--- config.mk ---
export PLATFORM = sky130hd
export DESIGN_NAME = mem_stage
export DESIGN_NICKNAME = d
export VERILOG_FILES = /design/src/rtl/mem_stage.sv
export SDC_FILE = /design/constraint.sdc
export NUM_CORES = 1
export LEC_CHECK = 0
export BUFFER_PORTS_ARGS = -buffer_cell sky130_fd_sc_hd__buf_2
export CAP_MARGIN = 20
export CORE_AREA = 2 2 166 168
export DETAILED_ROUTE_END_ITERATION = 8
export DIE_AREA = 0 0 168 170
export SYNTH_ARGS = -nofsm -noshare
export SYNTH_HDL_FRONTEND = slang
export SYNTH_SLANG_ARGS = --single-unit
--- constraint.sdc ---
create_clock -name clk -period 5.2 [get_ports clk]
set_clock_uncertainty 0.1 [all_clocks]
set_input_delay 0.78 -clock clk [delete_from_list [all_inputs] [get_ports clk]]
set_output_delay 0.78 -clock clk [all_outputs]
set_load 0.02 [all_outputs]
--- src/rtl/mem_stage.sv ---
// MEM stage of the five-stage CPU: EX/MEM register, load extraction with a
// one-entry hold buffer for frozen loads, and the WB / ID forwarding buses.
module mem_stage (
  input  logic        clk,
  input  logic        rst,
  input  logic [5:0]  stall,
  input  logic [78:0] ex_to_mem_bus,
  input  logic [65:0] ex_to_mem1,
  input  logic [31:0] data_sram_rdata,
  output logic [69:0] mem_to_wb_bus,
  output logic [65:0] mem_to_wb1,
  output logic [37:0] mem_to_id_bus,
  output logic [65:0] mem_to_id_2
);

  localparam logic STOP    = 1'b1;
  localparam logic NO_STOP = 1'b0;

  localparam logic [0:0] EMPTY = 1'b0;
  localparam logic [0:0] HELD  = 1'b1;

  logic [78:0] bus_p1;
  logic [65:0] hilo_p1;
  logic [0:0]  state_p1;
  logic [31:0] hold_data_p1;

  logic        bubble;
  logic        advance;
  logic        unused_stall;

  logic [31:0] pc;
  logic        data_ram_en;
  logic [3:0]  data_ram_wen;
  logic        sel_rf_res;
  logic        rf_we;
  logic [4:0]  rf_waddr;
  logic [31:0] ex_result;
  logic [2:0]  load_type;

  logic        is_load;
  logic [31:0] raw_data;
  logic [31:0] load_data;
  logic [31:0] rf_wdata;

  function automatic logic [31:0] extract_load(input logic [31:0] raw,
                                               input logic [1:0]  addr,
                                               input logic [2:0]  lt);
    logic signed [7:0]  sbyte;
    logic signed [15:0] shalf;
    logic [31:0]        res;
    sbyte = raw[8*addr +: 8];
    shalf = addr[1] ? raw[31:16] : raw[15:0];
    case (lt)
      3'b001:  res = 32'(sbyte);
      3'b010:  res = {24'd0, sbyte};
      3'b011:  res = 32'(shalf);
      3'b100:  res = {16'd0, shalf};
      default: res = raw;
    endcase
    return res;
  endfunction

  assign bubble       = (stall[3] == STOP) && (stall[4] == NO_STOP);
  assign advance      = (stall[3] == NO_STOP);
  assign unused_stall = ^{stall[5], stall[2:0]};

  // Stage p1: EX/MEM register; an illegal stall[4]-only freeze still advances.
  always_ff @(posedge clk) begin
    if (rst) begin
      bus_p1  <= '0;
      hilo_p1 <= '0;
    end else if (bubble) begin
      bus_p1  <= '0;
      hilo_p1 <= '0;
    end else if (advance) begin
      bus_p1  <= ex_to_mem_bus;
      hilo_p1 <= ex_to_mem1;
    end
  end

  assign {pc, data_ram_en, data_ram_wen, sel_rf_res, rf_we, rf_waddr,
          ex_result, load_type} = bus_p1;

  assign is_load = data_ram_en && (data_ram_wen == 4'd0) && sel_rf_res;

  // Hold buffer: the SRAM word is only valid on the first MEM cycle, so a
  // frozen load captures it on the first frozen edge and replays it after.
  always_ff @(posedge clk) begin
    if (rst) begin
      state_p1     <= EMPTY;
      hold_data_p1 <= '0;
    end else if (bubble || advance) begin
      state_p1 <= EMPTY;
    end else if ((state_p1 == EMPTY) && is_load) begin
      state_p1     <= HELD;
      hold_data_p1 <= data_sram_rdata;
    end
  end

  assign raw_data  = (state_p1 == HELD) ? hold_data_p1 : data_sram_rdata;
  assign load_data = extract_load(raw_data, ex_result[1:0], load_type);
  assign rf_wdata  = sel_rf_res ? load_data : ex_result;

  assign mem_to_wb_bus = {pc, rf_we, rf_waddr, rf_wdata};
  assign mem_to_id_bus = {rf_we, rf_waddr, rf_wdata};
  assign mem_to_wb1    = hilo_p1;
  assign mem_to_id_2   = hilo_p1;

endmodule

==> results.sh, run 1 <==
export IMPL_h_tree_depth=4
export IMPL_syn_nets=1121
export IMPL_ctsHoldBuffers=0
export IMPL_port_buffers=420
export IMPL_drive_above_1_share_pct=40.94
export IMPL_grt_max_degree=85
export IMPL_cts_root_buf="clkbuf_16"
export IMPL_yosys_area_top_type_share_pct=40.06
export IMPL_max_freq_mhz=256.5
export IMPL_cts_repair_resized=0
export IMPL_design_area_um2=10740
export IMPL_num_rows=60
export IMPL_clkTransAtPathRegs_ps=70
export IMPL_gp_congestion=0.8622
export IMPL_ys_flop_type="dfxtp_1"
export IMPL_slew_headroom_pct=34.59
export IMPL_setup_viol=0
export IMPL_die_x_um=168
export IMPL_via_count=7126
export IMPL_drv_cap=0
export IMPL_power_leakage_nw=5.615
export IMPL_netlist_instances=936
export IMPL_critPathCaptureType="output pin"
export IMPL_yosys_cell_count_top_type="nor2_1"
export IMPL_dpl_cell_area_um2=10160
export IMPL_avgRoutedWirePerCell_um=17.64
export IMPL_core_area_um2=26650
export IMPL_power_density_nw_per_um2=315.0
export IMPL_antenna_found_initial=4
export IMPL_maxSlewViolCount=0
export IMPL_syn_avg_cell_area_um2=9.504
export IMPL_drc=0
export IMPL_hold_viol_final=0
export IMPL_dp_hpwl_um=20430
export IMPL_io_pins=425
export IMPL_wl_um=27080
export IMPL_synth_area_leaders="dfxtp_1 40%, mux2i_1 24%, buf_4 12%, nor2_1 9.1%, mux4_2 3.8%"
export IMPL_status="finished, final reports clean"
export IMPL_cts_tree="yes"
export IMPL_gr_usage_all_layers_pct=18.23
export IMPL_cts_setup_buffers=0
export IMPL_layout_area_overhead_vs_synth_pct=20.77
export IMPL_fp_dieH_um=170
export IMPL_die_area_um2=28560
export IMPL_period_needed_ps=3899
export IMPL_grt_pass1_vias=6677
export IMPL_min_period_over_period_pct=74.99
export IMPL_final_nets=1364
export IMPL_tightest_slew_ps=981.2
export IMPL_start_util_pct=33.38
export IMPL_numCtsBuffers=17
export IMPL_critPathRequiredTime_ps=4320
export IMPL_grt_pass1_wl_um=39900
export IMPL_overflow=0
export IMPL_clk_latency_ps=420
export IMPL_synth_area_um2=8896
export IMPL_vdd_drop_max_mv=0.1682
export IMPL_synth_edf_count=0
export IMPL_critPathKind="register to output pin"
export IMPL_arrival_ps=3020
export IMPL_async_flop_share_pct=0
export IMPL_dr_pass1_iters=4
export IMPL_crit_path_max_fanout=14
export IMPL_clockBufferDepth=2
export IMPL_synth_cell_type_count=41
export IMPL_ys_warn_count=0
export IMPL_clock_sinks=178
export IMPL_grt_setup_unrepaired="no"
export IMPL_synth_top_area_cell="dfxtp_1"
export IMPL_hold_class="register to register"
export IMPL_ant_nets=0
export IMPL_yosys_register_bits=178
export IMPL_viasPerCell=4.642
export IMPL_start_kind="register"
export IMPL_totalNegativeSetupSlack_ps=0
export IMPL_initialDrtViolationCount=386
export IMPL_ys_seq_area_share_pct=40.06
export IMPL_synthTopCellsByCount="216 x nor2_1, 210 x mux2i_1, 178 x dfxtp_1"
## stage by stage
| step | setup slack, ps | cells | power [mW] | hold slack, ps | util (%) |
|---|---|---|---|---|---|
| finish | 1301 | 1535 | 3.384 | 392.1 | 40.31 |
| detailed placement | 1753 | 1501 | 2.132 | 378.6 | 38.13 |
| floorplan | 2083 | 936 | 1.961 | 354.2 | - |
| CTS | 1318 | 1533 | 3.436 | 399.2 | 40.30 |
| global route | 1033 | 1533 | 3.537 | 416.7 | 40.30 |
| global placement | 1778 | 1501 | 2.126 | 371.3 | 38.13 |
## power by group
group	total [mW]	switching, mW	leakage, nW	internal (mW)
registers	1.47	0.0480	1.46	1.42
logic	0.626	0.383	3.87	0.244
clock network	1.29	0.634	0.285	0.656
total	3.38	1.07	5.62	2.32
## flip-flops by register name, indices dropped and copies added (netlist names)
register and flops:
bus_p1 79, hold_data_p1 32, mem_to_id_2 66, state_p1 1
## final timing paths
check	from	to	slack, ps	depth (start not counted)
worst min register to register	bus_p1[58]	bus_p1[58]	390	2
worst max register to register	state_p1	hold_data_p1[1]	3120	5
worst max-delay path	bus_p1[4]	mem_to_wb_bus[9]	1300	6
worst min-delay path	bus_p1[58]	bus_p1[58]	390	2
## area by class of cell
| class | count | area, µm² |
|---|---|---|
| multi-input combinational | 549 | 3973 |
| clock inverter | 13 | 133.9 |
| inverter | 3 | 11.26 |
| tap | 341 | 426.7 |
| clock buffer | 19 | 442.9 |
| fill | 2721 | 15910 |
| timing repair buffer | 430 | 2186 |
| sequential | 178 | 3566 |
| antenna | 2 | 5.005 |
## worst max-delay path, cell delays in order, from the launching register on
cell and delay [ps]:
dfxtp_1 760, mux2i_1 150, and3_1 220, nor4_1 610, nor2_1 290, a21oi_1 340, buf_2 230
## layout by cell type (no fill, tap or decap), types with 3 or more instances in the layout
cell       synthesis  layout
mux2i_1          210     210
o21ai_0            6       6
inv_1              3       3
o22ai_1            8       8
nand2b_1           3       3
clkinv_4           0       3
dfxtp_1          178     176
inv_8              0       5
o22a_1            16      16
buf_2             25     419
clkbuf_16          0      17
a31oi_1           13      13
buf_4            144      10
mux4_2            15      15
inv_6              0       4
nor3_1             5       5
nor2_1           216     216
a21oi_1           14      14
nand2_1           16      16
## cells by family (layout without fill, tap and decap cells)
| family | count (synthesis) | count (layout) | synth area share, % |
|---|---|---|---|
| mux | 228 | 228 | 27.85 |
| xor+xnor | 1 | 1 | 0.09847 |
| simple gates | 253 | 253 | 11.34 |
| buf+inv | 209 | 465 | 15.50 |
| flops | 178 | 178 | 40.06 |
| compound gates | 67 | 67 | 5.162 |
| other cells | 0 | 2 | 0 |
## per-layer routing
| layer | vias to the layer above | track usage, % | part of all wire, % |
|---|---|---|---|
| li1 | 3527 | - | - |
| met1 | 3283 | 21.09 | 41 |
| met2 | 284 | 32.41 | 50 |
| met3 | 30 | 5.209 | 6.7 |
| met4 | 2 | 6.011 | 2.1 |
| met5 | - | 0 | 0.041 |
Power figures use the tool's default switching activity.
==> inputs of run 2 (changes only) <==
clock period = 3.4 ns   (was 5.2 ns; I/O delays follow)
==> run 2 against run 1 <==
Power up 54%. Sequential share of layout area decreased by 0.34 points. Combinational power is 56% higher. Clock-buffer cell count fell by 1. Die area did not move. Core utilization increased by 0.42 points. Sequential power grew 52%. Register-to-register slack worse by 1800 ps. Critical endpoint is now mem_to_wb_bus[13].
==> results.sh, run 2 (same netlist as run 1, synthesis figures left out) <==
export IMPL_final_nets=1368
export IMPL_hold_viol_final=0
export IMPL_initialDrtViolationCount=449
export IMPL_dr_pass1_iters=5
export IMPL_port_buffers=420
export IMPL_die_area_um2=28560
export IMPL_tightest_slew_ps=715.6
export IMPL_viasPerCell=4.699
export IMPL_drc=0
export IMPL_max_freq_mhz=317.9
export IMPL_fin_util_pct=40.73
export IMPL_grt_setup_unrepaired="no"
export IMPL_slew_headroom_pct=52.11
export IMPL_start_util_pct=33.38
export IMPL_top_register="bus_p1"
export IMPL_post_place_ws_ps=554.1
export IMPL_final_cell_mix="419 x buf_2, 215 x nor2_1, 210 x mux2i_1, 176 x dfxtp_1, 17 x clkbuf_16"
export IMPL_critPathRequiredTime_ps=2790
export IMPL_setup_ws_ps=254.3
export IMPL_numCtsBuffers=17
export IMPL_io_pins=425
export IMPL_cts_root_buf="clkbuf_16"
export IMPL_grt_pass1_vias=6762
export IMPL_fp_dieH_um=170
export IMPL_grt_pass1_wl_um=40300
export IMPL_layout_area_overhead_vs_synth_pct=22.03
export IMPL_design_area_um2=10860
export IMPL_h_tree_depth=4
export IMPL_setup_viol=0
export IMPL_totalNegativeSetupSlack_ps=0
export IMPL_maxSlewViolCount=0
export IMPL_crit_path_max_fanout=16
export IMPL_instances_no_fill=1540
export IMPL_critPathCaptureType="output pin"
export IMPL_ant_nets=0
export IMPL_num_rows=60
export IMPL_critPathKind="register to output pin"
export IMPL_status="finished, final reports clean"
export IMPL_drv_cap=0
export IMPL_nFillCells=2716
export IMPL_vdd_drop_max_mv=0.2419
export IMPL_hold_ws_ps=200.2
export IMPL_dp_hpwl_um=20810
export IMPL_power_mw=5.213
export IMPL_grt_max_degree=107
export IMPL_cts_setup_buffers=0
export IMPL_period_needed_ps=3146
export IMPL_min_period_over_period_pct=92.52
export IMPL_power_density_nw_per_um2=480.2
export IMPL_final_common_cell="buf_2"
export IMPL_clkTransAtPathRegs_ps=90
export IMPL_clockBufferDepth=2
export IMPL_drive_above_1_share_pct=41.47
export IMPL_overflow=0
export IMPL_arrival_ps=2540
export IMPL_start_kind="register"
export IMPL_core_area_um2=26650
export IMPL_gp_congestion=0.8279
export IMPL_avgRoutedWirePerCell_um=17.81
export IMPL_die_x_um=168
export IMPL_clock_sinks=178
export IMPL_via_count=7237
export IMPL_clk_latency_ps=420
export IMPL_dpl_cell_count=1505
export IMPL_gr_usage_all_layers_pct=18.46
export IMPL_largest_reg_flops=79
export IMPL_dpl_cell_area_um2=10230
export IMPL_wl_um=27430
export IMPL_power_leakage_nw=5.661
export IMPL_antenna_found_initial=7
export IMPL_hold_class="input port to register"
export IMPL_cts_tree="yes"
[run 2: final timing paths]
check | start | endpoint | slack, ps | cells past startpoint
setup reg to reg | state_p1 | hold_data_p1[6] | 1330 | 6
hold / removal | ex_to_mem1[26] | mem_to_id_2[26] | 200 | 3
setup / recovery | bus_p1[0] | mem_to_wb_bus[13] | 250 | 7
hold reg to reg | bus_p1[63] | bus_p1[63] | 390 | 2
[run 2: where the power goes]
group          internal (mW)  switching [mW]  total, mW  leakage [nW]
combinational          0.380           0.598      0.978          3.91
clock                   1.01           0.985       2.00         0.295
sequential              2.17          0.0676       2.24          1.46
[run 2: what timing repair did]
action                                  in CTS  in global routing
hold buffers                                 0                  0
endpoints found under the hold margin        0                  0
endpoints found under the setup margin       0                  4
resized for setup                            0                  3
[run 2: area by class of cell]
type                       count  area (µm²)  share of cell area, %
multi-input combinational    549        3988                  36.73
sequential                   178        3566                  32.85
timing repair buffer         434        2253                  20.76
clock buffer                  18       439.2                  4.046
tap                          341       426.7                  3.930
clock inverter                14       163.9                  1.510
inverter                       3       11.26                 0.1037
antenna                        3       7.507                0.06916
[run 2: worst max-delay path: stages, from the launching register on]
cell and delay [ps]:
dfxtp_1 540, xnor2_1 190, o221ai_2 300, buf_4 290
o2bb2ai_1 100, a211oi_1 370, a21oi_1 140, buf_2 180
[run 2: layer usage]
layer / up-vias / share of wire [%] / wire length, µm / GRT usage (%)
met5: - / 0.13 / 35 / 0
met1: 3377 / 39 / 10780 / 21.22
li1: 3540 / - / - / -
met3: 30 / 6.9 / 1889 / 5.605
met4: 6 / 2.0 / 555 / 5.482
met2: 284 / 52 / 14170 / 33.02
==> inputs of run 3 (changes only) <==
ABC_AREA = 1   (was not set)
CORE_AREA = not set   (was 2 2 166 168)
CORE_ASPECT_RATIO = 0.6   (was not set)
CORE_MARGIN = 2   (was not set)
CORE_UTILIZATION = 40   (was not set)
DIE_AREA = not set   (was 0 0 168 170)
PLACE_DENSITY = 0.73   (was not set)
==> run 3 against run 2 <==
Critical path depth is 3 higher. Worst hold slack worse by 48 ps. Routed wire length is 14% higher. Final cell count grew 23%. Sequential power is essentially flat. Critical endpoint is now mem_to_id_bus[10]. Largest power group unchanged.
==> results.sh, run 3 <==
export IMPL_status="finished, final reports clean"
export IMPL_yosys_cell_count_top_type="nand2_1"
export IMPL_final_cell_mix="465 x nand2_1, 419 x buf_2, 178 x dfxtp_1, 167 x a21oi_1, 105 x nand3_1"
export IMPL_ys_seq_area_share_pct=39.28
export IMPL_cts_tree="yes"
export IMPL_setup_viol=0
export IMPL_top_register="bus_p1"
export IMPL_synth_top_area_cell="dfxtp_1"
export IMPL_hold_viol_final=0
export IMPL_grt_setup_unrepaired="no"
export IMPL_hold_ws_ps=152.2
export IMPL_min_to="state_p1"
export IMPL_reg2reg_from="state_p1"
export IMPL_viasPerCell=4.935
export IMPL_grt_pass1_wl_um=46440
export IMPL_tightest_slew_ps=961.2
export IMPL_period_needed_ps=3100
export IMPL_clockBufferDepth=2
export IMPL_dr_pass1_iters=5
export IMPL_clock_sinks=178
export IMPL_ctsHoldBuffers=0
export IMPL_ant_nets=0
export IMPL_num_rows=42
export IMPL_final_common_cell="nand2_1"
export IMPL_grt_pass1_vias=8193
export IMPL_yosys_register_bits=178
export IMPL_antenna_found_initial=5
export IMPL_yosys_area_top_type_share_pct=39.28
export IMPL_critPathKind="register to output pin"
export IMPL_avgRoutedWirePerCell_um=16.49
export IMPL_max_stage_delay_ps=470
export IMPL_power_mw=5.193
export IMPL_gp_congestion=0.9016
export IMPL_numCtsBuffers=17
export IMPL_critPathCaptureType="output pin"
export IMPL_crit_path_max_fanout=19
export IMPL_grt_max_degree=146
export IMPL_largest_reg_flops=79
export IMPL_whs_path_depth=2
export IMPL_reg2reg_slack_ps=700
export IMPL_start_util_pct=41.00
export IMPL_core_area_um2=22120
export IMPL_clk_latency_ps=420
export IMPL_cpMostUsedCell="nand2_1"
export IMPL_ys_flop_type="dfxtp_1"
export IMPL_cts_root_buf="clkbuf_16"
export IMPL_synth_edf_count=0
export IMPL_post_place_ws_ps=762.0
export IMPL_critPathRequiredTime_ps=2790
export IMPL_setup_ws_ps=300.0
export IMPL_crit_chain="inv_4, nand2_1, nand3_1, nand3_1, nand2_1, nand2_2, nand2_1, nand2_1, nand2_1, buf_2"
export IMPL_wl_um=31150
export IMPL_syn_avg_cell_area_um2=6.810
export IMPL_timing_rr_end="hold_data_p1[7]"
export IMPL_maxSlewViolCount=0
export IMPL_die_x_um=198.4
export IMPL_synthTopCellsByCount="465 x nand2_1, 178 x dfxtp_1, 167 x a21oi_1"
export IMPL_async_flop_share_pct=0
export IMPL_overflow=0
export IMPL_h_tree_depth=4
export IMPL_port_buffers=420
export IMPL_cts_repair_resized=0
export IMPL_synth_area_um2=9071
export IMPL_ys_warn_count=0
export IMPL_dp_hpwl_um=22730
export IMPL_syn_nets=1517
export IMPL_gr_usage_all_layers_pct=25.34
export IMPL_synth_cell_type_count=29
export IMPL_holdCritStartpoint="rst"
export IMPL_power_leakage_nw=5.549
export IMPL_drc=0
export IMPL_drv_cap=0
export IMPL_drive_above_1_share_pct=31.79
export IMPL_vdd_drop_max_mv=0.3183
export IMPL_initialDrtViolationCount=859
export IMPL_fp_dieH_um=120.7
export IMPL_arrival_ps=2490
export IMPL_critPathSlowestCell="dfxtp_1"
export IMPL_totalNegativeSetupSlack_ps=0
export IMPL_cts_setup_buffers=0
export IMPL_min_period_over_period_pct=91.18
export IMPL_start_kind="register"
export IMPL_layout_area_overhead_vs_synth_pct=19.68
export IMPL_io_pins=425
export IMPL_power_density_nw_per_um2=478.3
export IMPL_slew_headroom_pct=35.92
export IMPL_via_count=9322
export IMPL_die_area_um2=23940
export IMPL_max_freq_mhz=322.6
export IMPL_synth_area_leaders="dfxtp_1 39%, nand2_1 19%, buf_4 12%, a21oi_1 9.2%, nand3_1 5.8%"
export IMPL_final_nets=1748
export IMPL_netlist_instances=1332
export IMPL_hold_class="input port to register"
export IMPL_reg2regPathDepth=8
export IMPL_clkTransAtPathRegs_ps=60
run 3: cell types whose count changed after synthesis, sizes merged, moves of 32 or more:
cell | previous run | this run
mux2i | 210 | 0
nor2 | 216 | 84
inv | 3 | 35
nand2 | 18 | 469
nand3 | 2 | 107
a21oi | 14 | 170
run 3: worst max-delay path: cells and delay by family (launching register included):
family / cells / cell delay (ps)
DFF: 1 / 470
buffers and inverters: 2 / 340
and+or+nand+nor: 8 / 1240
run 3: power by group:
group / switching [mW] / internal, mW
combinational: 0.625 / 0.315
clock: 0.859 / 1.17
sequential: 0.0569 / 2.17
run 3: how the worst max path moves through the flow:
stage | from | to | slack (ps) | cells past startpoint
after floorplan | data_sram_rdata[31] | mem_to_wb_bus[14] | 1110 | 8
after global placement | state_p1 | hold_data_p1[24] | 790 | 8
after detailed placement | state_p1 | hold_data_p1[8] | 760 | 8
after CTS | state_p1 | mem_to_id_bus[11] | 340 | 10
after global routing | state_p1 | mem_to_id_bus[11] | 60 | 10
final | state_p1 | mem_to_id_bus[10] | 300 | 10
run 3: per-stage QoR:
stage / cells / utilization [%] / area [µm²]
after floorplan: 1332 / - / 9071
after CTS: 1884 / 49.02 / 10840
after detailed placement: 1852 / 46.27 / 10240
after global placement: 1852 / 46.27 / 10240
final: 1889 / 49.07 / 10860
after global routing: 1885 / 49.03 / 10850
run 3: cell families after synthesis:
| family | count (synthesis) | synth area share, % |
|---|---|---|
| AND/OR/NAND/NOR | 682 | 30.70 |
| buffers and inverters | 262 | 18.15 |
| AO/OA/AOI/OAI | 210 | 11.86 |
| flip-flops | 178 | 39.28 |
run 3: metal layers:
| layer | global-route usage (%) | share of wire, % | vias up |
|---|---|---|---|
| met5 | 0 | 0.051 | - |
| met4 | 7.229 | 2.0 | 4 |
| met3 | 8.201 | 9.9 | 34 |
| met2 | 37.72 | 43 | 396 |
| met1 | 34.95 | 45 | 4316 |
| li1 | - | - | 4572 |
run 3: layout make-up:
type,count,area [µm²]
Fill cell,2312,11270
Tap cell,308,385.4
Inverter,36,141.4
Antenna cell,5,12.51
Multi-Input combinational cell,892,3869
Clock inverter,10,123.9
Timing Repair Buffer,438,2277
Clock buffer,22,484.2
Sequential cell,178,3563
